==> src/rtl/clkswitch_req.sv <==
`default_nettype none
// ============================================================================
//  Module   : clkswitch_req
//  Brief    : CPU clock-select handshake initiator. Requests HS/LS operation
//             from the glitch-free clock controller, stalls the CPU while a
//             switch is in flight and flags a stuck handshake.
//  Revision : 1.0 - initial release
// ============================================================================
module clkswitch_req #(
  parameter int SYNC_STAGES    = 2,
  parameter int HOLDOFF_CYCLES = 4,
  parameter int TIMEOUT_CYCLES = 64,
  parameter int CNT_W          = 16
) (
  input  logic             hsclk_in,
  input  logic             rst_b,
  input  logic             turbo_en,
  input  logic             access_valid,
  input  logic             access_host,
  input  logic             hsclk_selected,
  input  logic             lsclk_selected,
  output logic             hsclk_sel,
  output logic             cpu_rdy,
  output logic             switch_busy,
  output logic             timeout_err,
  output logic [CNT_W-1:0] switch_count
);

  // Counter widths sized so each counter can hold its terminal value.
  localparam int HOLD_W = (HOLDOFF_CYCLES > 0) ? $clog2(HOLDOFF_CYCLES + 1) : 1;
  localparam int TMO_W  = $clog2(TIMEOUT_CYCLES + 1);

  localparam logic [HOLD_W-1:0] HOLD_INIT = HOLD_W'(HOLDOFF_CYCLES);
  localparam logic [TMO_W-1:0]  TMO_MAX   = TMO_W'(TIMEOUT_CYCLES);
  localparam logic [TMO_W-1:0]  TMO_LAST  = TMO_W'(TIMEOUT_CYCLES - 1);

  typedef enum logic [1:0] {
    LS_RUN = 2'd0,
    TO_HS  = 2'd1,
    HS_RUN = 2'd2,
    TO_LS  = 2'd3
  } state_t;

  state_t                 state_q, state_d;
  logic [SYNC_STAGES-1:0] hs_sync_q, hs_sync_d;
  logic [SYNC_STAGES-1:0] ls_sync_q, ls_sync_d;
  logic [HOLD_W-1:0]      holdoff_q, holdoff_d;
  logic [TMO_W-1:0]       tmo_q, tmo_d;
  logic                   timeout_err_q, timeout_err_d;
  logic [CNT_W-1:0]       switch_count_q, switch_count_d;
  logic                   hsclk_sel_q, hsclk_sel_d;
  logic                   switch_busy_q, switch_busy_d;

  logic host_acc;
  logic hs_ack;
  logic ls_ack;
  logic cnt_inc;

  assign host_acc = access_valid & access_host;
  assign hs_ack   = hs_sync_q[SYNC_STAGES-1];
  assign ls_ack   = ls_sync_q[SYNC_STAGES-1];

  // Acknowledge synchronisers: shift the raw controller acknowledges in.
  always_comb begin
    hs_sync_d = {hs_sync_q[SYNC_STAGES-2:0], hsclk_selected};
    ls_sync_d = {ls_sync_q[SYNC_STAGES-2:0], lsclk_selected};
  end

  // Next-state, holdoff, timeout and switch-count logic.
  always_comb begin
    state_d        = state_q;
    holdoff_d      = holdoff_q;
    tmo_d          = tmo_q;
    timeout_err_d  = timeout_err_q;
    switch_count_d = switch_count_q;
    cnt_inc        = 1'b0;

    case (state_q)
      LS_RUN: begin
        if (host_acc) begin
          holdoff_d = HOLD_INIT;
        end else if (holdoff_q != '0) begin
          holdoff_d = holdoff_q - 1'b1;
        end
        // Uses the pre-edge holdoff so HOLDOFF_CYCLES=0 requests at once.
        if (turbo_en && !host_acc && (holdoff_q == '0) && !timeout_err_q) begin
          state_d = TO_HS;
          tmo_d   = '0;
        end
      end
      TO_HS: begin
        if (tmo_q != TMO_MAX) begin
          tmo_d = tmo_q + 1'b1;
        end
        // A completed handshake wins over a simultaneous timeout.
        if (hs_ack && !ls_ack) begin
          state_d = HS_RUN;
          cnt_inc = 1'b1;
        end else if (tmo_q == TMO_LAST) begin
          timeout_err_d = 1'b1;
          state_d       = TO_LS;
          tmo_d         = '0;
        end
      end
      HS_RUN: begin
        if (host_acc || !turbo_en) begin
          state_d = TO_LS;
          tmo_d   = '0;
        end
      end
      TO_LS: begin
        if (tmo_q != TMO_MAX) begin
          tmo_d = tmo_q + 1'b1;
        end
        // No escape from TO_LS: the CPU cannot run until LS is confirmed.
        if (ls_ack && !hs_ack) begin
          state_d   = LS_RUN;
          cnt_inc   = 1'b1;
          holdoff_d = HOLD_INIT;
        end else if (tmo_q == TMO_LAST) begin
          timeout_err_d = 1'b1;
        end
      end
      default: begin
        state_d = LS_RUN;
      end
    endcase

    if (cnt_inc && (switch_count_q != '1)) begin
      switch_count_d = switch_count_q + 1'b1;
    end

    // Outputs registered alongside the state so they change on entry.
    hsclk_sel_d   = (state_d == TO_HS) || (state_d == HS_RUN);
    switch_busy_d = (state_d == TO_HS) || (state_d == TO_LS);
  end

  // State and datapath registers with synchronous active-low reset.
  always_ff @(posedge hsclk_in) begin
    if (!rst_b) begin
      state_q        <= LS_RUN;
      hs_sync_q      <= '0;
      ls_sync_q      <= '0;
      holdoff_q      <= HOLD_INIT;
      tmo_q          <= '0;
      timeout_err_q  <= 1'b0;
      switch_count_q <= '0;
      hsclk_sel_q    <= 1'b0;
      switch_busy_q  <= 1'b0;
    end else begin
      state_q        <= state_d;
      hs_sync_q      <= hs_sync_d;
      ls_sync_q      <= ls_sync_d;
      holdoff_q      <= holdoff_d;
      tmo_q          <= tmo_d;
      timeout_err_q  <= timeout_err_d;
      switch_count_q <= switch_count_d;
      hsclk_sel_q    <= hsclk_sel_d;
      switch_busy_q  <= switch_busy_d;
    end
  end

  // CPU ready: free in LS, stalled by host accesses in HS, held in transitions.
  always_comb begin
    case (state_q)
      LS_RUN:  cpu_rdy = 1'b1;
      HS_RUN:  cpu_rdy = !host_acc;
      default: cpu_rdy = 1'b0;
    endcase
  end

  assign hsclk_sel    = hsclk_sel_q;
  assign switch_busy  = switch_busy_q;
  assign timeout_err  = timeout_err_q;
  assign switch_count = switch_count_q;

endmodule
`default_nettype wire

==> config.mk <==
export PLATFORM = sky130hd
export DESIGN_NAME = clkswitch_req
export DESIGN_NICKNAME = d
export VERILOG_FILES = /design/src/rtl/clkswitch_req.sv
export SDC_FILE = /design/constraint.sdc
export NUM_CORES = 1
export LEC_CHECK = 0
export CAP_MARGIN = 15
export CORE_ASPECT_RATIO = 1.4
export CORE_MARGIN = 2
export CORE_UTILIZATION = 52
export CTS_CLUSTER_SIZE = 20
export DETAILED_ROUTE_END_ITERATION = 8
export GPL_TIMING_DRIVEN = 1
export PLACE_DENSITY = 0.85
export SYNTH_ARGS = -nofsm -noshare
export SYNTH_HDL_FRONTEND = slang
export SYNTH_SLANG_ARGS = --single-unit
==> constraint.sdc <==
create_clock -name hsclk_in -period 3.8 [get_ports hsclk_in]
set_input_delay 0.57 -clock hsclk_in [delete_from_list [all_inputs] [get_ports hsclk_in]]
set_output_delay 0.57 -clock hsclk_in [all_outputs]
set_load 0.005 [all_outputs]
==> Yosys cells after proc, flatten, opt, wreduce, memory -nomap -nowiden <==
Cells that the tools add are included.
{ "classes": {"muxes": 24, "bitwise_logic": 1, "n_eq_ne": 15, "n_addsub": 3, "n_reduce_logical": 22} }
{ "op_table": {"columns": ["cell", "n"], "rows": [
  ["7-bit 2-to-1 mux", 5],
  ["7-bit case mux with 4 select lines", 1],
  ["16-bit by 1-bit adder with 16-bit output (second input constant)", 1],
  ["16-bit != test (second input constant)", 1],
  ["2-bit 2-to-1 mux", 5],
  ["2-bit != test (second input constant)", 5],
  ["3-bit 2-to-1 mux", 3],
  ["2-bit == test (second input constant)", 4],
  ["2-bit case mux with 4 select lines", 1],
  ["7-bit by 1-bit adder with 7-bit output (second input constant)", 1],
  ["7-bit by 6-bit == test with 1-bit output (second input constant)", 1],
  ["7-bit != test (second input constant)", 1],
  ["1-bit logical AND", 6],
  ["1-bit case mux with 2 select lines", 3],
  ["3-bit case mux with 2 select lines", 1],
  ["3-bit AND reduction", 2],
  ["1-bit logical NOT", 5],
  ["1-bit 2-to-1 mux", 5],
  ["2-bit by 1-bit == test with 1-bit output (second input constant)", 2],
  ["2-bit nonzero test", 2],
  ["3-bit logical NOT", 1],
  ["1-bit logical OR", 3],
  ["3-bit != test (second input constant)", 1],
  ["3-bit nonzero test", 1],
  ["4 further kinds", 4]
]} }
{ "word_totals": {"out_inout_bits": 20, "wordCells": 74, "register_bits": 35, "in_bits": 7} }

==> Logic depth before layout (Yosys ltp) <==
Gate-level depths: netlist (run 1).
{ "logic_depth": {"word_depth": 9, "ltp_mapped": 9, "ltp_nobuf": 9} }

==> Least setup slack after synthesis (run 1) <==
OpenSTA, ideal clock, no wires.
{ "synth_timing": {"path_type": "in2reg", "start": "input port turbo_en", "end": "register switch_busy_q (netlist: switch_busy)", "cell_stages": 7, "required_time_ns": 3.672, "setup_time_ns": 0.128, "path_slack_ns": 1.998, "path_buffers": 0, "t_arrival_ns": 1.674, "path_cell_list": "a21boi_0 > mux2i_1 > or2_2 > and2_1 > ha_1 > a31oi_1 > nor2_1"} }
{ "synth_between": {"elab_chain_cells": 7, "elab_cells_between_ends": 11, "classes_between": "eq/ne: 2; mux: 3; reduce/logical: 6"} }
{ "synth_lines": {"columns": ["element", "line", "text"], "rows": [
  ["start, declared", "17", "input logic turbo_en,"],
  ["1-bit logical AND (3 in a row)", "86", "if (turbo_en && !host_acc && (holdoff_q == '0) && !timeout_err_q) begin"],
  ["2-bit 2-to-1 mux", "86", null],
  ["2-bit case mux with 4 select lines (*)", "78", "case (state_q)"],
  ["via state_d[0]", "44", "state_t state_q, state_d;"],
  ["2-bit by 1-bit == test with 1-bit output / 2-bit == test (equally long branches)", "135", "switch_busy_d = (state_d == TO_HS) || (state_d == TO_LS);"],
  ["1-bit logical OR (*)", "135", null],
  ["end signal, assigned", "159", "switch_busy_q <= switch_busy_d;"],
  ["end, declared", "52", "logic switch_busy_q, switch_busy_d;"]
]} }
Mark *: on every way through the listed nets, which the timed path passes. The rest lies on a longest branch.
A chain may end at the register's enable or synchronous reset.

==> Worst setup path after layout (run 1) <==
{ "layout_timing": {"start": "input port access_valid", "end": "output port cpu_rdy"} }
{ "layout_between": {"elab_chain_cells": 3} }
{ "layout_lines": {"columns": ["element", "line", "text"], "rows": [
  ["start, declared", "18", "input logic access_valid,"],
  ["1-bit bitwise AND", "59", "assign host_acc = access_valid & access_host;"],
  ["1-bit logical NOT", "167", "HS_RUN: cpu_rdy = !host_acc;"],
  ["1-bit case mux with 2 select lines", "165", "case (state_q)"],
  ["end, declared", "23", "output logic cpu_rdy,"]
]} }
No other way between the ends.

==> results of run 1 <==
==> flip-flops by register name, summed over array words and instances, names as in the netlist <==
name          cells
tmo_q             7
ls_sync_q         2
switch_busy       1
switch_count     16
hsclk_sel         1
state_q           2
timeout_err       1
holdoff_q         3
hs_sync_q         2
==> path summary, 6_finish.rpt <==
| path | startpoint | end | slack [ns] | cells after the start |
|---|---|---|---|---|
| max | access_valid | cpu_rdy | 1.54 | 3 |
| min | hs_sync_q[0] | hs_sync_q[1] | 0.45 | 1 |
| max reg2reg | holdoff_q[0] | hsclk_sel | 1.83 | 8 |
| min reg2reg | hs_sync_q[0] | hs_sync_q[1] | 0.45 | 1 |
==> power groups by stage <==
stage | combinational, W | sequential, W | clock [W]
after floorplan | 0.0000725 | 0.000397 | 0
after global placement | 0.0000949 | 0.000401 | 0
after detailed placement | 0.0000979 | 0.000401 | 0
after CTS | 0.0000990 | 0.000393 | 0.000273
after global routing | 0.000113 | 0.000394 | 0.000290
final | 0.0000974 | 0.000393 | 0.000263
==> cell type report <==
class	count	area [sq um]	share of cell area, %
clock buffers	5	68.82	3.235
well taps	40	50.05	2.353
inverters	10	37.54	1.765
clock inverters	3	15.01	0.7059
repair buffers	26	260.3	12.24
multi-input cells	153	994.7	46.76
flip-flops and latches	35	700.7	32.94
==> per-stage QoR <==
stage | total power, W | std cells | instance area, sq um | hold WS (ns) | utilization (%)
floorplan | 0.0004693 | 206 | 1782 | 0.4119 | -
global placement | 0.0004959 | 264 | 2043 | 0.4330 | 61.62
detailed placement | 0.0004992 | 264 | 2043 | 0.4200 | 61.62
CTS | 0.0007645 | 272 | 2127 | 0.4469 | 64.15
global route | 0.0007970 | 272 | 2127 | 0.4602 | 64.15
finish | 0.0007534 | 272 | 2127 | 0.4450 | 64.15
==> cells by family after synthesis <==
kind of cell    after synthesis  synth area share [%]
simple gates                101                 32.16
flops                        35                 39.33
compound gates               27                 9.762
buf+inv                      18                 4.845
xor+xnor                     15                 7.374
fa+ha+maj                     6                 4.213
mux                           4                 2.317
==> placed cells by master (no fill, tap or decap), drive strengths merged, types with 3 or more instances in the layout <==
cell type       n
nand2          16
nand3           9
clkbuf          5
mux2i           3
and2            7
o21ai          10
nor2           29
inv            10
clkinv          3
nor3            8
and4            5
clkdlybuf4s50  26
xnor2          15
and3            4
a31oi           3
nor4            4
nand4           4
dfxtp          35
ha              6
a21oi           5
==> metal layers <==
| metal | global-route usage (%) | share of wire (%) |
|---|---|---|
| met1 | 22.52 | 41 |
| met2 | 35.67 | 50 |
| met3 | 5.285 | 6.1 |
| met4 | 11.97 | 2.5 |
| met5 | 0 | 0 |
==> critical path: cells and delay by family <==
kind	cells	cell delay (ns)
buffers and inverters	2	0.95
AO/OA/AOI/OAI	1	0.17
==> metrics.cfg, run 1 <==
[setup_path]
crit_path_end_kind=output port
cp_max_fo=3
critical_path.slowest_cell=clkdlybuf4s50_1
slowest_delay_ns=0.51
worst_ep_arrival_time_ns=1.69
cp.required_ns=3.23
crit_type=primary input to output port
cp_cell_sequence=clkdlybuf4s50_1, a31oi_1, clkdlybuf4s50_1
cp_common_cell=clkdlybuf4s50_1
start_kind=primary input

[finish]
finalNetCount=244
areaGrowthSynthToFinish_pct=19.38
drive_above_1_share_pct=9.052
n_fill_cell=304
num_antenna_cells=0

[pwr]
comb_power_share_pct=12.9
power.density_nw_per_um2=354.2
seqPwrFrac_pct=52.1
p_sw_w=0.0001966
swShare_pct=26.09
clockPowerShare_pct=34.9
intPower_w=0.0005568
ir_drop_mv=0.2712
p_leak_nw=0.7376

[run_status]
outcome=complete, no violations

[yosys]
netlist_top_cells_area=dfxtp_1, xnor2_1, nor2_1
synth.top_cells.by_count=dfxtp_1, nor2_1, nand2_1, xnor2_1, inv_1
synth_edf_count=0
synth_cells=206
synthArstFlopShare_pct=0
syn-cell-area_sq_um=1782
yosys.cell_count.top_type=dfxtp_1
yosysSeqAreaShare_pct=39.33
yosysUniqueCellTypes=47
syn_avg_cell_area_sq_um=8.649
synth_top_area_share_pct=39.33
ys.flop_type=dfxtp_1
syn_nets=219
synth_largest_area_cell=dfxtp_1
synth.ff_latch_count=35
synth_warnings=0

[timing]
hold_violations=0
fin_crit_sh_pct=59.53
slew_viol_final=0
max_slew_margin_pct=52.24
fin_crit_ns=2.262
tightest_slew_ns=0.7156
skew_ns=0.006542
rsz0062_at_grt=false
finalSetupViolCount=0
setup_slack_ns=1.538
finalSetupTns_ns=0
fmax_ghz=0.4421

[clocking]
worstSkewPairLatency_ns=0.29
root_buffer=clkbuf_8
numClockSinks=35
cts_buffers=5
clockBufferDepth=2
cts_tree=yes
htreeDepth=2
holdBufCountCts=0
ctsResizeCount=0
clk_pin_slew_worst_paths_ns=0.07
cts_setup_buffers=0

[route]
drt_drc_violations_left=0
via_count=1531
ant_nets=0
viasPerCell=5.629
wl_per_cell_microns=13.14
drtIter0Drc=37
wirelength_microns=3574
firstDrtPassIters=4

[global_route]
grt_pass1_wl_microns=5954
grt_pass1_vias=1412
grt-ovfl-total=0
grt_max_degree=25
track_usage_pct=20.83
antenna_found_initial=0

[floorplanning]
initial_utilization_pct=53.74
core_sq_um=3316
num_io_pins=27
rows=25
die_y_microns=73.26
die_x_microns=53.47
die_area_sq_um=3917

[placed_design]
dp_slack_ns=1.308
hpwl_microns=2500
io_buffers=26
gp_congestion=0.8330

[min_path]
hold_path_class=flop to flop

[flow_run]
maxCapViolCount=0

Note: power is estimated with default switching activity, not from simulation.
==> inputs of run 2 (changes only) <==
- CORE_UTILIZATION: 52 -> 48
- PLACE_DENSITY: 0.85 -> 0.83
- clock period: 3.8 -> 1.9 ns (I/O delays scaled with it)
==> metrics.cfg, run 2 (synthesis results as in run 1) <==
[run_status]
outcome=complete, no violations

[clocking]
clockBufferDepth=2  ; unchanged
ctsResizeCount=0  ; unchanged
root_buffer=clkbuf_8
holdBufCountCts=0  ; unchanged
numClockSinks=35  ; unchanged
worstSkewPairLatency_ns=0.29  ; about the same
cts_buffers=5  ; unchanged
clk_pin_slew_worst_paths_ns=0.07  ; about the same
htreeDepth=2  ; unchanged
cts_tree=yes
cts_setup_buffers=0  ; unchanged

[route]
via_count=1576  ; +2.9%
viasPerCell=5.549  ; -1.4%
firstDrtPassIters=4  ; unchanged
drtIter0Drc=79  ; +110%
drt_drc_violations_left=0  ; unchanged
ant_nets=0  ; unchanged
wirelength_microns=3712  ; +3.9%
wl_per_cell_microns=13.07  ; -0.53%

[finish]
mostFrequentLayoutCells=dfxtp_1, nor2_1, clkdlybuf4s50_1, nand2_1, xnor2_1
drive_above_1_share_pct=12.81  ; +3.8 points
finalNetCount=254  ; +4.1%
areaGrowthSynthToFinish_pct=23.88
utilization_pct=61.12  ; -3.0 points
largest_reg_flops=16  ; unchanged
final_common_cell=dfxtp_1
n_fill_cell=316  ; +3.9%
num_antenna_cells=0  ; unchanged

[global_route]
grt_pass1_vias=1519  ; +7.6%
grt_pass1_wl_microns=6651  ; +12%
antenna_found_initial=0  ; unchanged
grt-ovfl-total=0  ; unchanged
track_usage_pct=19.26  ; -1.6 points
grt_max_degree=24  ; -4.0%

[setup_path]
ff2ff_path_depth=8  ; unchanged
crit_type=flop to flop
crit_path_end_kind=flop
cp_cell_sequence=inv_1, ha_1, or4b_1, mux2i_1, or2_2, and2_1, ha_1, nor2_1
critical_path.slowest_cell=or4b_1
r2r_setup_slack_ns=0.07  ; -1.76 ns
cp_max_fo=2  ; -1
start_kind=flop
r2r_end=hsclk_sel
slowest_delay_ns=0.44  ; -0.07 ns
cp_common_cell=ha_1
timing.rr.start=holdoff_q[1]
cp.required_ns=2.13  ; -1.10 ns
worst_ep_arrival_time_ns=2.05  ; +0.36 ns

[floorplanning]
initial_utilization_pct=49.34  ; -4.4 points
die_area_sq_um=4222  ; +7.8%
rows=26  ; +4.0%
core_sq_um=3611  ; +8.9%
die_x_microns=55.49  ; +3.8%
num_io_pins=27  ; unchanged
die_y_microns=76.09  ; +3.9%

[placed_design]
gp_congestion=0.7886  ; -5.3%
hpwl_microns=2641  ; +5.7%
io_buffers=26  ; unchanged

[pwr]
p_leak_nw=0.7827  ; +6.1%
swShare_pct=25.15  ; -0.95 points
intPower_w=0.001136  ; +100%
ir_drop_mv=0.4616  ; +70%
comb_power_share_pct=14.3  ; +1.4 points
seqPwrFrac_pct=51.5  ; -0.6 points
power_w=0.001517  ; +100%
p_sw_w=0.0003816  ; +94%
power.density_nw_per_um2=687.5  ; +94%
clockPowerShare_pct=34.2  ; -0.7 points

[timing]
fin_crit_sh_pct=96.11
slew_viol_final=0  ; unchanged
holdWs_ns=0.4428  ; -0.002266 ns
skew_ns=0.004078  ; -0.002464 ns
finalSetupViolCount=0  ; unchanged
rsz0062_at_grt=true
max_slew_margin_pct=74.85  ; +23 points
tightest_slew_ns=0.3772  ; -0.3384 ns
hold_violations=0  ; unchanged
fmax_ghz=0.5476
finalSetupTns_ns=0  ; unchanged
fin_crit_ns=1.826

[min_path]
hold_start=hs_sync_q[0]
worstHoldEndpoint=hs_sync_q[1]
hold_path_class=flop to flop
holdPathStages=1  ; unchanged

[flow_run]
maxCapViolCount=0  ; unchanged

run 2: cell types whose count changed in the layout (fill, tap and decap cells not counted), sizes merged:
cell and change:
buf +10, clkbuf +2, clkinv -2
run 2: power by group through the flow:
stage               Combinational, W  Clock [W]  Sequential, W
detailed placement          0.000217          0       0.000798
CTS                         0.000218   0.000536       0.000781
global route                0.000245   0.000560       0.000786
floorplan                   0.000145          0       0.000794
finish                      0.000216   0.000519       0.000782
global placement            0.000209          0       0.000797
run 2: critical path, delay by kind of cell, from the launching register on:
kind / cells / cell delay [ns]
adder cells (fa/ha/maj): 2 / 0.37
flip-flops: 1 / 0.31
buffers and inverters: 1 / 0.07
AND/OR/NAND/NOR: 4 / 0.83
multiplexers: 1 / 0.19
run 2: area by class of cell:
cell class	count	area, sq um	share of cell area [%]
timing repair buffer	36	335.3	15.19
clock buffer	7	76.32	3.458
multi-input combinational	153	999.7	45.29
inverter	10	37.54	1.701
clock inverter	1	5.005	0.2268
sequential	35	700.7	31.75
tap	42	52.55	2.381
run 2: worst max path at each step:
stage,start,end,cells after the start
finish,holdoff_q[1],hsclk_sel,8
global route,holdoff_q[0],hsclk_sel,8
CTS,holdoff_q[0],hsclk_sel,8
detailed placement,turbo_en,switch_busy,8
global placement,turbo_en,switch_busy,8
floorplan,holdoff_q[0],hsclk_sel,8
run 2: through the flow:
| step | area, sq um | setup slack (ns) | instances |
|---|---|---|---|
| finish | 2207 | 0.07400 | 284 |
| CTS | 2202 | 0.03954 | 284 |
| detailed placement | 2121 | -0.1131 | 276 |
| global route | 2207 | -0.06680 | 284 |
| global placement | 2121 | -0.09393 | 276 |
| floorplan | 1782 | 0.1638 | 206 |
run 2: layer usage:
metal | vias up | wire [microns] | global-route usage [%] | share of wire (%)
met3 | 8 | 172 | 4.584 | 4.6
met5 | - | 0 | 0 | 0
met4 | 0 | 68 | 8.537 | 1.8
met2 | 34 | 1884 | 33.33 | 51
met1 | 747 | 1586 | 22.15 | 43
li1 | 787 | - | - | -
==> inputs of run 3 (changes only) <==
- SLEW_MARGIN: unset -> 15
==> results of run 3 <==
No change in the layout: final DEF, timing and power equal those of run 2.
